$ cat src/rtl/ctrl_sequencer_pkg.sv
// Shared types for the control sequencer: opcodes, FSM states, instruction
// field positions and the decoded control bundle.
package ctrl_pkg;

    localparam int OPC_MSB = 8;
    localparam int OPC_LSB = 6;
    localparam int CMD_MSB = 8;
    localparam int CMD_LSB = 2;
    localparam int RD_MSB  = 1;
    localparam int RD_LSB  = 0;
    localparam int IMM_MSB = 5;
    localparam int IMM_LSB = 0;

    typedef enum logic [2:0] {
        OP_ALU0 = 3'b000,
        OP_LI   = 3'b001,
        OP_BZ   = 3'b010,
        OP_HALT = 3'b011
    } opcode_e;

    typedef enum logic [2:0] {
        S_IDLE,
        S_FETCH,
        S_DECODE,
        S_EXEC,
        S_WB,
        S_DONE
    } state_e;

    typedef struct packed {
        logic [6:0] alu_cmd;
        logic       li;
        logic       alu_src;
        logic [1:0] reg_dst;
        logic [7:0] imm;
        logic       writes_reg;
        logic       is_branch;
        logic       is_halt;
        logic       updates_flags;
        logic       updates_carry;
    } ctrl_t;

    // Opcodes 000 and 1xx all belong to the ALU class.
    function automatic logic is_alu_class(input logic [2:0] opc);
        return (opc == OP_ALU0) || opc[2];
    endfunction

endpackage

$ cat src/rtl/ctrl_sequencer_decode.sv
// Combinational instruction decoder: 9-bit instruction to control bundle.
module ctrl_decode
    import ctrl_pkg::*;
(
    input  logic [8:0] instr_i,
    output ctrl_t      ctrl_o
);

    logic [2:0] opc;
    assign opc = instr_i[OPC_MSB:OPC_LSB];

    always_comb begin
        ctrl_o = '0;
        if (is_alu_class(opc)) begin
            ctrl_o.alu_cmd       = instr_i[CMD_MSB:CMD_LSB];
            ctrl_o.reg_dst       = instr_i[RD_MSB:RD_LSB];
            ctrl_o.writes_reg    = 1'b1;
            ctrl_o.updates_flags = 1'b1;
            ctrl_o.updates_carry = 1'b1;
        end else begin
            case (opc)
                OP_LI: begin
                    ctrl_o.li            = 1'b1;
                    ctrl_o.alu_src       = 1'b1;
                    ctrl_o.imm           = {2'b00, instr_i[IMM_MSB:IMM_LSB]};
                    ctrl_o.writes_reg    = 1'b1;
                    ctrl_o.updates_flags = 1'b1;
                end
                OP_BZ:   ctrl_o.is_branch = 1'b1;
                OP_HALT: ctrl_o.is_halt   = 1'b1;
                default: ;
            endcase
        end
    end

endmodule

$ cat src/rtl/ctrl_sequencer.sv
// Four-cycle fetch/decode/exec/writeback sequencer driving the ALU control
// interface, owning the PC, instruction register and zero/carry flags.
module ctrl_sequencer
    import ctrl_pkg::*;
#(
    parameter int PC_W = 10,
    parameter int IW   = 9
) (
    input  logic            clk,
    input  logic            reset,
    input  logic            start,
    input  logic [IW-1:0]   instr_i,
    input  logic            zero_i,
    input  logic            sc_o_i,
    output logic [PC_W-1:0] pc_o,
    output logic [6:0]      alu_cmd,
    output logic            li,
    output logic            ALUSrc,
    output logic [1:0]      regDst,
    output logic            sc_i,
    output logic [7:0]      imm_o,
    output logic            reg_we,
    output logic            done
);

    state_e          state_q, state_d;
    logic [PC_W-1:0] pc_q, pc_d;
    logic [IW-1:0]   ir_q, ir_d;
    logic            zero_q, zero_d;
    logic            carry_q, carry_d;
    ctrl_t           dec;
    logic [PC_W-1:0] br_off;

    ctrl_decode u_decode (
        .instr_i (ir_q),
        .ctrl_o  (dec)
    );

    assign br_off = {{(PC_W-6){ir_q[5]}}, ir_q[5:0]};
    assign pc_o   = pc_q;
    assign sc_i   = carry_q;

    always_ff @(posedge clk or posedge reset) begin
        if (reset) begin
            state_q <= S_IDLE;
            pc_q    <= '0;
            ir_q    <= '0;
            zero_q  <= 1'b0;
            carry_q <= 1'b0;
        end else begin
            state_q <= state_d;
            pc_q    <= pc_d;
            ir_q    <= ir_d;
            zero_q  <= zero_d;
            carry_q <= carry_d;
        end
    end

    always_comb begin
        state_d = state_q;
        pc_d    = pc_q;
        ir_d    = ir_q;
        zero_d  = zero_q;
        carry_d = carry_q;
        alu_cmd = '0;
        li      = 1'b0;
        ALUSrc  = 1'b0;
        regDst  = '0;
        imm_o   = '0;
        reg_we  = 1'b0;
        done    = 1'b0;

        // Control outputs are only live while the latched instruction executes.
        if (state_q == S_EXEC || state_q == S_WB) begin
            alu_cmd = dec.alu_cmd;
            li      = dec.li;
            ALUSrc  = dec.alu_src;
            regDst  = dec.reg_dst;
            imm_o   = dec.imm;
        end

        case (state_q)
            S_IDLE: begin
                if (start) begin
                    state_d = S_FETCH;
                    pc_d    = '0;
                end
            end
            S_FETCH:  state_d = S_DECODE;
            S_DECODE: begin
                ir_d    = instr_i;
                state_d = S_EXEC;
            end
            S_EXEC: begin
                if (dec.is_halt) begin
                    state_d = S_DONE;
                end else begin
                    state_d = S_WB;
                    if (dec.updates_flags) zero_d  = zero_i;
                    if (dec.updates_carry) carry_d = sc_o_i;
                end
            end
            S_WB: begin
                reg_we  = dec.writes_reg;
                pc_d    = (dec.is_branch && zero_q) ? pc_q + br_off : pc_q + 1'b1;
                state_d = S_FETCH;
            end
            S_DONE: begin
                done = 1'b1;
                if (!start) state_d = S_IDLE;
            end
            default: state_d = S_IDLE;
        endcase
    end

endmodule

$ cat config.mk
export PLATFORM = sky130hd
export DESIGN_NAME = ctrl_sequencer
export DESIGN_NICKNAME = d
export VERILOG_FILES = /design/src/rtl/ctrl_sequencer_pkg.sv /design/src/rtl/ctrl_sequencer_decode.sv /design/src/rtl/ctrl_sequencer.sv
export SDC_FILE = /design/constraint.sdc
export NUM_CORES = 1
export LEC_CHECK = 0
export CAP_MARGIN = 20
export CORE_MARGIN = 5
export CORE_UTILIZATION = 25
export CTS_BUF_LIST = sky130_fd_sc_hd__clkbuf_8
export DETAILED_ROUTE_END_ITERATION = 7
export PLACE_DENSITY = 0.44
export SYNTH_ARGS = -nofsm -noshare
export SYNTH_HDL_FRONTEND = slang
export SYNTH_SLANG_ARGS = --single-unit
$ cat constraint.sdc
create_clock -name clk -period 3.2 [get_ports clk]
set_input_delay 0.8 -clock clk [delete_from_list [all_inputs] [get_ports clk]]
set_output_delay 0.8 -clock clk [all_outputs]
set_load 0.005 [all_outputs]
======== Word level (Yosys, flattened, before mapping) ========
Cells that the tools add are included.
Widths: inputs -> output; s select.
storage, ports and cells
  flip-flop bits (word level) ............. 24
  latch bits .............................. 0
  memory bits (writable) .................. 0
  bits in read-only memories .............. 0
  input bits .............................. 14
  output and inout port bits .............. 32
  logic and storage cells ................. 55
  memories ................................ 0
cells by class
  $add $sub $neg .......................... 2
  multiply operators ...................... 0
  divide/modulo/power cells ............... 0
  order comparisons ....................... 0
  equality and inequality tests ........... 10
  shift-type cells ........................ 0
  mux-type cells .......................... 27
  bitwise operators ....................... 1
  reduce and logical (&&, ||, !) cells .... 10
operators by type and width
  kind                   count
  $mux 7                 3
  $mux 10                2
  $pmux 10 s2            1
  $pmux 3 s6             1
  $eq 3x2->1 const B     4
  $mux 1                 11
  $add 10x1->10 const B  1
  $add 10x10->10         1
  $mux 2                 5
  $mux 8                 1
  $eq 3x1->1 const B     2
  $eq 3x3->1 const B     2
  $logic_not 3->1        2
  $mux 3                 2
  $mux 6                 1
  $reduce_and 3->1       2
  $ne 2x2->1 const B     2
  $reduce_and 2->1       2
  $logic_or 1x1->1       2
  $reduce_bool 2->1      1
  $logic_and 1x1->1      1
  $not 1->1              1

======== Depth between registers and ports, before layout ========
Gate-level depths: netlist of the first run.
  depth in word-level cells ............... 6
  mapped depth ............................ 11
  depth with buffers taken out ............ 11

======== Modules after synthesis ========
Synthesis of the first run repeated with hierarchy kept, for this count alone.
second synthesis, totals
  cells, all modules ...................... 185
  area total of the unflattened synthesis .. 1,699.1 um2
by module, submodules not included
  module          instances  cells an instance  area each (um2)  sequential area each (um2)
  ctrl_sequencer  1          159                1,517.7          600.6
  ctrl_decode     1          26                 181.4            0.0

======== Worst setup path after synthesis of the first run ========
Ideal clock, no wire load.
  kind .................................... register -> register
  from .................................... register ir_q[7]
  to ...................................... register pc_q[8], in the netlist pc_o[8]
  library setup time ...................... 0.122 ns
  data arrival time ....................... 2.316 ns
  data required time ...................... 3.078 ns
  path slack .............................. 0.762 ns
  cell stages (with the launch flop) ...... 12
  buffers on the path ..................... 0
  clock period less this slack ............ 2.438 ns
  cell sequence ........................... dfrtp_1 -> and4bb_4 -> nand2b_1 -> ha_1 -> inv_1 -> fa_1 -> nand2b_1 -> a21oi_1 -> o22ai_2 -> a21boi_1 -> o21ai_0 -> a32o_1
between the ends
  cells in the longest elaborated chain, start to end .. 6
  elaborated cells between the ends (all ways) .. 8
  classes of those cells .................. 1 x eq/ne; 4 x mux; 3 x reduce/logical
ends and longest elaborated chain
  element                                        RTL line                                               source
  from (decl)                                    ctrl_sequencer.sv:28                                   logic [IW-1:0] ir_q, ir_d;
  from (signal assigned)                         ctrl_sequencer.sv:53                                   ir_q <= ir_d;
  $eq 3x2->1 or $logic_not 3->1 (tied branches)  ctrl_sequencer_decode.sv:21, ctrl_sequencer_pkg.sv:45
  $mux 1 or $logic_or 1x1->1 (tied branches)     ctrl_sequencer_decode.sv:21, ctrl_sequencer_pkg.sv:45
  $mux 2 (*)                                     ctrl_sequencer_decode.sv:14                            if (is_alu_class(opc)) begin
  $logic_and 1x1->1 (*)                          ctrl_sequencer.sv:105                                  pc_d = (dec.is_branch && zero_q) ? pc_q + br_off : pc_q + 1'b1;
  $mux 10 (*)                                    ctrl_sequencer.sv:105
  $pmux 10 s2 (*)                                ctrl_sequencer.sv:82                                   case (state_q)
  to (signal assigned)                           ctrl_sequencer.sv:52                                   pc_q <= pc_d;
  to (decl)                                      ctrl_sequencer.sv:27                                   logic [PC_W-1:0] pc_q, pc_d;
Every way passes the cells marked *; elsewhere a longest branch is shown, timed or not.
A chain may end at the register's enable or synchronous reset.

======== Final worst setup path of the first run ========
  from .................................... register state_q[1]
  to ...................................... output port imm_o[2]
between the ends
  cells in the longest elaborated chain, start to end .. 3
  elaborated cells between the ends (all ways) .. 4
  classes of those cells .................. 2 x eq/ne; 1 x mux; 1 x reduce/logical
ends and longest elaborated chain
  element                                   RTL line              source
  from (decl)                               ctrl_sequencer.sv:26  state_e state_q, state_d;
  from (signal assigned)                    ctrl_sequencer.sv:51  state_q <= state_d;
  $eq 3x2->1 or $eq 3x3->1 (tied branches)  ctrl_sequencer.sv:74  if (state_q == S_EXEC || state_q == S_WB) begin
  $logic_or 1x1->1 (*)                      ctrl_sequencer.sv:74
  $mux 8 (*)                                ctrl_sequencer.sv:74
  to (decl)                                 ctrl_sequencer.sv:21  output logic [7:0] imm_o,
Marked as above.

==> metrics.txt, run 1 <==
DRC 0; largest net degree at the start of global routing 25; Initial Util 25.5%; TritonCTS sink count 24; Worst setup SP type flip-flop; VDD IR-drop max 340 µV; nets@finish 232; # rows 29; Post-CTS Hold Buffers 0; vias post-DR 1360; Crit Path Class flip-flop to output port; Synth area leader dfrtp_1; Worst EP arrival 2.26 ns; vias in the first global route 1552; Routed Antenna Nets 0; Die W 89.9 µm; status complete, no violations; final wirelength 4180 µm; Met2 Wirelength 1850 µm; Crit Path Max Fanout 9; Vias/cell 4.76; Critical Path RT 2.40 ns; first-pass GRT wire length 7250 µm; PortBufs between 40 and 50; die area a little over 8000 µm²; H-tree Lvls 1; endpoint class of the critical path output port; EDFF count, synth 0; detailed placement HPWL 3090 µm; GRT Total Usage 10.5%; CP startpoint state_q[1]; Post-Route M1 WL 2060 µm; share of cells above drive strength 1 14.8%; clk buf depth 2; Hold WS 0.529 ns; Syn Area/Cell 9.68 µm²; GPL Wtd Cong ~0.76; RR Startpoint ir_q[6]; Antenna Cells 0; WL/cell 14.6 µm; fin crit share 95.6%; Hold Path Origin sc_i; Setup TNS Final 0 ns; clk_skew between 0.004 and 0.005 ns; asr flop ratio synth 100%; largest cells by area after synthesis dfrtp_1, mux2_2, and2_1; Area Growth Syn to Fin 36.0%; TritonRoute pass-1 iters 4; post-synthesis cell count 165; Static Leak 0.000950 µW; max_cap viols 0; YS warnings 0; Hold Path Class flip-flop to flip-flop; fmax 0.327 GHz; TritonCTS Buffers 3; # IOs 46; initial antenna violation count 0; Hold Violations, Final 0; post-synth cell types 50; clock-pin slew on the worst setup and hold paths 0.09 ns; Period minus WS final 3.06 ns; final setup vio count 0; remaining global-route overflow 0; Cell Pwr Density 754 nW/µm²; Core ar. 6280 µm²; CTS tree built; FF+latch count, synth 24; postcts setup bufs 0; DR WL met3 201 µm; register area share after synthesis 37.6%; top-area cell type share of the netlist area 37.6%; die height 89.9 µm; RSZ-0062 raised after global routing no; top sig layer met4; Slew Limit Fails 0; main flop type after synthesis dfrtp_1; clock latency on the worst-skew pair 0.27 ns; total power 1640 µW; Iter 0 DRT Violations 51; root buf cell clkbuf_8; Mapped Area about 1600 µm²
-- per-layer routing --
metal,track usage [%],vias to the layer above
li1,-,669
met1,14.1,644
met2,16.3,42
met3,2.50,5
met4,4.34,0
met5,0,-
-- layout make-up --
class	instances	area [µm²]
fill	649	4100
multi-input combinational	128	938
sequential	24	601
timing repair buffer	47	458
tap	77	96.3
clock buffer	4	55.1
inverter	6	25.0
-- power by group --
group / internal, µW / switching, µW / total, µW / leakage [µW]
combinational: 476 / 359 / 834 / 0.000617
clock: 110 / 106 / 216 / 0.0000288
sequential: 434 / 154 / 588 / 0.000305
total: 1020 / 619 / 1640 / 0.000950
-- synthesized netlist by cell type (4+ instances only) --
cell and number:
and2_1 17, a21oi_1 6, ha_1 7, dfrtp_1 24
nand2b_1 5, a211oi_1 4, inv_1 5, mux2_2 11
nor2_1 11, o21ai_0 9, nand2_1 9
-- cell usage in the layout, fill, tap and decap left out, drive strengths merged, types with 2 or more instances in the layout --
cell type,netlist,routed
xnor2,3,3
a32o,2,2
conb,1,2
or3,3,3
dfrtp,24,24
mux2,11,11
o21ai,11,11
clkdlybuf4s50,0,43
nand2,10,10
nand2b,5,5
buf,6,4
a21oi,6,6
a21o,2,2
and2,17,17
a22o,2,2
a211oi,5,5
nor2,12,12
o22ai,3,3
a21boi,3,3
ha,7,7
clkbuf,2,4
and3,3,3
or2,2,2
inv,6,6
-- logic make-up (layout without fill, tap and decap cells) --
logic type / count (synthesis) / count (layout) / synth area share [%]
mux: 11 / 11 / 7.75
flops: 24 / 24 / 37.6
buf+inv: 14 / 57 / 4.39
fa+ha+maj: 8 / 8 / 6.73
xor+xnor: 4 / 4 / 2.19
other cells: 1 / 2 / 0.235
compound gates: 41 / 41 / 17.9
simple gates: 62 / 62 / 23.2
-- sequential cells by signal, indices dropped and copies added, names as in the netlist --
register and cells:
pc_o 10, ir_q 9, zero_q 1, sc_i 1, state_q 3
-- what timing repair did --
| item | in CTS | in global routing |
|---|---|---|
| gates resized for setup | 1 | 2 |
| setup endpoints to repair | 6 | 12 |
| pin swaps | 0 | 0 |
-- worst max-delay path, stage by stage (launching register included) --
cell and delay [ns]:
dfrtp_1 0.48, or3b_4 0.47, nand2_1 0.12, and3_2 0.27
and2_1 0.15, clkdlybuf4s50_1 0.50
-- worst paths after layout --
kind                            end  cells after the start  slack [ns]
min reg2reg                    sc_i                      1        0.53
max                        imm_o[2]                      5        0.14
max in group asynchronous   pc_o[2]                      3        2.07
min                            sc_i                      1        0.53
min in group asynchronous   ir_q[6]                      3        0.88
max reg2reg                 pc_o[8]                     11        0.52
-- per-stage QoR --
stage          worst slack (ns)  util [%]  cells  area [µm²]
4_1_cts                  0.0719      34.5    285        2160
3_3_place_gp              0.356      33.5    281        2110
3_5_place_dp              0.301      33.5    281        2110
5_1_grt                  0.0149      34.6    286        2170
6_report                  0.141      34.6    286        2170
2_1_floorplan             0.762         -    166        1600
Power figures use the tool's default switching activity.
==> run 2, diff against run 1 <==
SYNTH_HIERARCHICAL = 1   (was unset)
==> metrics.txt, run 2 <==
register area share after synthesis 35.3% (was 37.6%); most common cell after layout, fill and taps aside clkdlybuf4s50_1 (unchanged); Syn Area/Cell 9.18 µm² (was 9.68 µm²); CTS tree built (unchanged); final setup vio count 0 (unchanged); nets@finish 251 (was 232); vias post-DR 1399 (was 1360); most common cell in the netlist and2_1 (was dfrtp_1); Routed Antenna Nets 0 (unchanged); synth cell count leaders and2_1, dfrtp_1, nand2_1, nor2_1, mux2_2 (was dfrtp_1, and2_1, mux2_2, nor2_1); initial antenna violation count 0 (unchanged); GRT Total Usage 10.0% (was 10.5%); Slew Limit Fails 0 (unchanged); RSZ-0062 raised after global routing no (unchanged); Slew headroom about 66%; Tightest Pin Transition 0.515 ns; GPL Wtd Cong 0.823 (was 0.757); crit-path cells nor2_1 > nand2_1 > nand2_1 > and2_1 > clkdlybuf4s50_1 (was or3b_4 > nand2_1 > and3_2 > and2_1 > clkdlybuf4s50_1); TritonCTS Buffers 3 (unchanged); clock-pin slew on the worst setup and hold paths 0.08 ns (was 0.09 ns); status complete, no violations (unchanged); most frequent cells in the layout clkdlybuf4s50_1, and2_1, dfrtp_1, nand2_1, nor2_1 (was clkdlybuf4s50_1, dfrtp_1, and2_1, nor2_1, mux2_2); TritonCTS sink count 24 (unchanged); clk_skew 0.00747 ns (was 0.00401 ns); remaining global-route overflow 0 (unchanged); EDFF count, synth 0 (unchanged); Post-CTS Hold Buffers 0 (unchanged); TritonRoute pass-1 iters 4 (unchanged); Static Leak 0.00100 µW (was 0.000950 µW); Hold Path Class flip-flop to flip-flop (unchanged); Initial Util 25.3% (was 25.5%); top-area cell type share of the netlist area 35.3% (was 37.6%); Worst path slowest cell clkdlybuf4s50_1 (unchanged); fin crit share 89.9% (was 95.6%); Antenna Cells 0 (unchanged); PortBufs 43 (unchanged); H-tree Lvls 1 (unchanged); clock latency on the worst-skew pair 0.27 ns (about the same); share of cells above drive strength 1 14.0% (was 14.8%); Seq. cell area 601 µm² (unchanged); endpoint class of the critical path output port (unchanged); Synth area leader dfrtp_1 (unchanged); Crit Path Class flip-flop to output port (unchanged); YS warnings 6 (was 0); max_cap viols 0 (unchanged); Hold Violations, Final 0 (unchanged); Core ar. 6720 µm² (was 6280 µm²); largest cells by area after synthesis dfrtp_1, and2_1, mux2_2 (was dfrtp_1, mux2_2, and2_1); DRC 0 (unchanged); Crit Path Max Fanout 19 (was 9); most used cell, CP nand2_1; first-pass GRT wire length 6900 µm (was 7250 µm); Cell Pwr Density 747 nW/µm² (was 754 nW/µm²); clk buf depth 2 (unchanged); asr flop ratio synth 100% (unchanged); Iter 0 DRT Violations 63 (was 51); Die W 92.4 µm (was 89.9 µm); largest net degree at the start of global routing 25 (unchanged); final wirelength 4060 µm (was 4180 µm); main flop type after synthesis dfrtp_1 (unchanged); worst reg2reg setup slack 0.35 ns (was 0.52 ns); # rows 30 (was 29); WL/cell 13.2 µm (was 14.6 µm); Fill cells 709 (was 649); detailed placement HPWL 3170 µm (was 3090 µm); Area Growth Syn to Fin 33.7% (was 36.0%); max incr delay on CP 0.50 ns (about the same); root buf cell clkbuf_8 (unchanged); max FFs per register 10 (unchanged); Hold WS 0.537 ns (was 0.529 ns); Critical Path RT 2.40 ns (about the same); Mapped Area 1700 µm² (was 1600 µm²); VDD IR-drop max 237 µV (was 340 µV); Worst setup SP type flip-flop (unchanged); FF+latch count, synth 24 (unchanged); Period minus WS final 2.88 ns (was 3.06 ns); # IOs 46 (unchanged); Setup TNS Final 0 ns (unchanged); postcts setup bufs 0 (unchanged); vias in the first global route 1377 (was 1552); die area 8550 µm² (was 8090 µm²); fmax 0.348 GHz (was 0.327 GHz); Worst EP arrival 2.08 ns (was 2.26 ns); post-synthesis cell count 185 (was 165); multi-input logic area 1010 µm² (was 938 µm²); die height 92.4 µm (was 89.9 µm); post-synth cell types 47 (was 50); Vias/cell 4.54 (was 4.76); Resized Gates After CTS 0 (was 1)
==> run 2: changes by cell type after synthesis, moves of 3 or more <==
cell      before  now
nand2b_1       5    1
and2_2         0    8
inv_1          5    9
nand2_1        9   13
clkbuf_1       2    5
and2_1        17   26
==> run 2: critical path, delay by kind of cell (launching register included) <==
family	cells	cell delay, ns
flops	1	0.46
buf+inv	1	0.50
simple gates	4	0.86
==> run 2: report_power, final <==
group	internal (µW)	switching [µW]	leakage, µW
registers	433	159	0.000304
clock network	110	100	0.0000288
logic	519	377	0.000669
total	1060	636	0.00100
==> run 2: per-stage QoR <==
stage          util [%]  power, µW  setup slack, ns  instance area (µm²)  std cells
2_1_floorplan         -       1160            0.394                 1700        186
3_3_place_gp       33.0       1510            0.384                 2220        304
3_5_place_dp       33.0       1510            0.338                 2220        304
4_1_cts            33.8       1730            0.263                 2270        308
5_1_grt            33.8       1860           0.0752                 2270        308
6_report           33.8       1700            0.324                 2270        308
==> run 2: cell families after synthesis <==
family / after synthesis / synth area share, %
simple gates: 81 / 28.5
compound gates: 36 / 14.5
flops: 24 / 35.3
buf+inv: 19 / 5.15
mux: 12 / 7.88
fa+ha+maj: 8 / 6.33
xor+xnor: 4 / 2.06
other cells: 1 / 0.221
==> run 2: final timing paths <==
path | startpoint | to | cells past startpoint
worst max-delay path | state_q[0] | alu_cmd[1] | 5
worst min-delay path | sc_i | sc_i | 1
worst max register to register | ir_q[8] | pc_o[6] | 11
worst min register to register | sc_i | sc_i | 1
max in group asynchronous | reset | pc_o[3] | 3
min in group asynchronous | reset | pc_o[9] | 3
==> run 2: final cells by class <==
cell class | instances | share of cell area, %
Clock buffer | 4 | 2.42
Tap cell | 80 | 4.41
Sequential cell | 24 | 26.4
Inverter | 9 | 1.49
Multi-Input combinational cell | 143 | 44.7
Timing Repair Buffer | 48 | 20.6
==> run 2: metal layers <==
| metal | vias up | part of all wire (%) | GRT usage (%) |
|---|---|---|---|
| met5 | - | 0 | 0 |
| met4 | 0 | 1.1 | 2.97 |
| met3 | 2 | 3.0 | 1.30 |
| met2 | 24 | 48 | 17.1 |
| met1 | 650 | 48 | 13.1 |
| li1 | 723 | - | - |
==> run 3, diff against run 2 <==
CORE_MARGIN = unset   (was 5)
==> metrics.txt, run 3 (synthesis gave the netlist of run 2 again) <==
fmax 0.342 GHz (was 0.348 GHz); Hold Path Class flip-flop to flip-flop (unchanged); remaining global-route overflow 0 (unchanged); Reg2Reg Depth 10 (was 11); postcts setup bufs 0 (unchanged); endpoint class of the critical path output port (unchanged); most frequent cells in the layout clkdlybuf4s50_1, and2_1, dfrtp_1, nand2_1, nor2_1 (unchanged); Net Switching 644 µW (was 636 µW); die area 7130 µm² (was 8550 µm²); Slew Limit Fails 0 (unchanged); Hold Crit Depth 1 (unchanged); R2R Path End pc_o[6] (unchanged); clk_skew 0.00829 ns (was 0.00747 ns); root buf cell clkbuf_8 (unchanged); Critical Path RT 2.40 ns (about the same); most common cell after layout, fill and taps aside clkdlybuf4s50_1 (unchanged); worst hold endpoint sc_i (unchanged); Comb power frac 52.6% (was 52.8%); initial antenna violation count 0 (unchanged); Period minus WS final 2.92 ns (was 2.88 ns); GPL Wtd Cong 0.769 (was 0.823); largest net degree at the start of global routing 25 (unchanged); total power 1710 µW (was 1700 µW); PortBufs 43 (unchanged); Die W 84.4 µm (was 92.4 µm); Antenna Cells 0 (unchanged); Tightest Pin Transition 0.504 ns (was 0.515 ns); Switching Fraction 37.8% (was 37.5%); final wirelength 3980 µm (was 4060 µm); clock-pin slew on the worst setup and hold paths 0.10 ns (was 0.08 ns); # rows 29 (was 30); TritonRoute pass-1 iters 8 (was 4); Slew headroom 66.3% (was 65.6%); WL/cell 13.1 µm (was 13.2 µm); Area Growth Syn to Fin 33.5% (was 33.7%); RSZ-0062 raised after global routing no (unchanged); worst reg2reg setup slack 0.33 ns (was 0.35 ns); Vias/cell 4.61 (was 4.54); TritonCTS sink count 24 (unchanged); status complete, but fails checks (was complete, no violations); Worst EP arrival 2.12 ns (was 2.08 ns); TritonCTS Buffers 3 (unchanged); clock network fraction of total power 12.7% (was 12.4%); Resized Gates After CTS 0 (unchanged); Initial Util 26.3% (was 25.3%); CP startpoint state_q[0] (unchanged); RR Startpoint ir_q[8] (unchanged); CTS tree built (unchanged); Worst setup SP type flip-flop (unchanged); share of cells above drive strength 1 14.0% (unchanged); final setup vio count 0 (unchanged); Reg power frac 34.7% (was 34.9%); detailed placement HPWL 3040 µm (was 3170 µm); Iter 0 DRT Violations 54 (was 63); vias in the first global route 1363 (was 1377); clk buf depth 2 (unchanged); Cell Pwr Density 752 nW/µm² (was 747 nW/µm²); Int Pwr 1060 µW (about the same); Static Leak 0.00100 µW (unchanged); GRT Total Usage 12.2% (was 10.0%); nets@finish 251 (unchanged); fin crit share 91.3% (was 89.9%); # IOs 46 (unchanged); Routed Antenna Nets 0 (unchanged); Core ar. 6460 µm² (was 6720 µm²); die height 84.4 µm (was 92.4 µm); DRC 2 (was 0); max FFs per register 10 (unchanged); Crit Path Class flip-flop to output port (unchanged); Setup TNS Final 0 ns (unchanged); first-pass GRT wire length 6930 µm (was 6900 µm); failing checks design-rule violations; H-tree Lvls 1 (unchanged); max_cap viols 0 (unchanged); vias post-DR 1405 (was 1399); VDD IR-drop max 309 µV (was 237 µV); clock latency on the worst-skew pair 0.27 ns (about the same); Hold Path Origin sc_i (unchanged); Post-CTS Hold Buffers 0 (unchanged); Crit Path Max Fanout 19 (unchanged); Hold Violations, Final 0 (unchanged)
-- run 3: cell counts in the layout (fill, tap and decap cells not counted) --
Identical to the previous run, type by type.
-- run 3: worst max-delay path, cell delays in order (launching register included) --
cell	delay, ns
dfrtp_1	0.46
nor2_1	0.22
nand2_1	0.10
nand2_1	0.36
and2_1	0.20
clkdlybuf4s50_1	0.50
-- run 3: layer usage --
layer	wire length (µm)	vias up	global-route usage [%]
met5	0	-	0
met4	57	0	4.62
met3	97	5	1.87
met2	1840	21	19.0
met1	1980	656	17.2
li1	-	723	-
-- run 3: per-stage QoR --
stage | instance area, µm² | hold slack [ns] | setup slack (ns) | utilization (%) | instances
6_report | 2270 | 0.520 | 0.280 | 35.1 | 305
3_5_place_dp | 2210 | 0.501 | 0.331 | 34.3 | 301
5_1_grt | 2270 | 0.542 | 0.0411 | 35.1 | 305
3_3_place_gp | 2210 | 0.501 | 0.371 | 34.3 | 301
4_1_cts | 2270 | 0.527 | 0.238 | 35.1 | 305
2_1_floorplan | 1700 | 0.500 | 0.394 | - | 186
-- run 3: area by class of cell --
cell class	count	area [µm²]
inverters	9	33.8
fillers	691	4190
repair buffers	48	468
well taps	77	96.3
clock buffers	4	55.1
flip-flops and latches	24	601
multi-input cells	143	1010
-- run 3: power groups by stage --
stage	registers (µW)	logic, µW	clock network (µW)
6_report	591	896	217
2_1_floorplan	541	616	0
3_3_place_gp	604	907	0
5_1_grt	625	1010	243
3_5_place_dp	602	909	0
4_1_cts	595	915	225
-- run 3: worst max-delay path by stage --
stage | to | cells after the start
floorplan | pc_o[6] | 11
global route | imm_o[5] | 5
finish | alu_cmd[1] | 5
global placement | pc_o[6] | 10
CTS | imm_o[2] | 5
detailed placement | pc_o[6] | 10
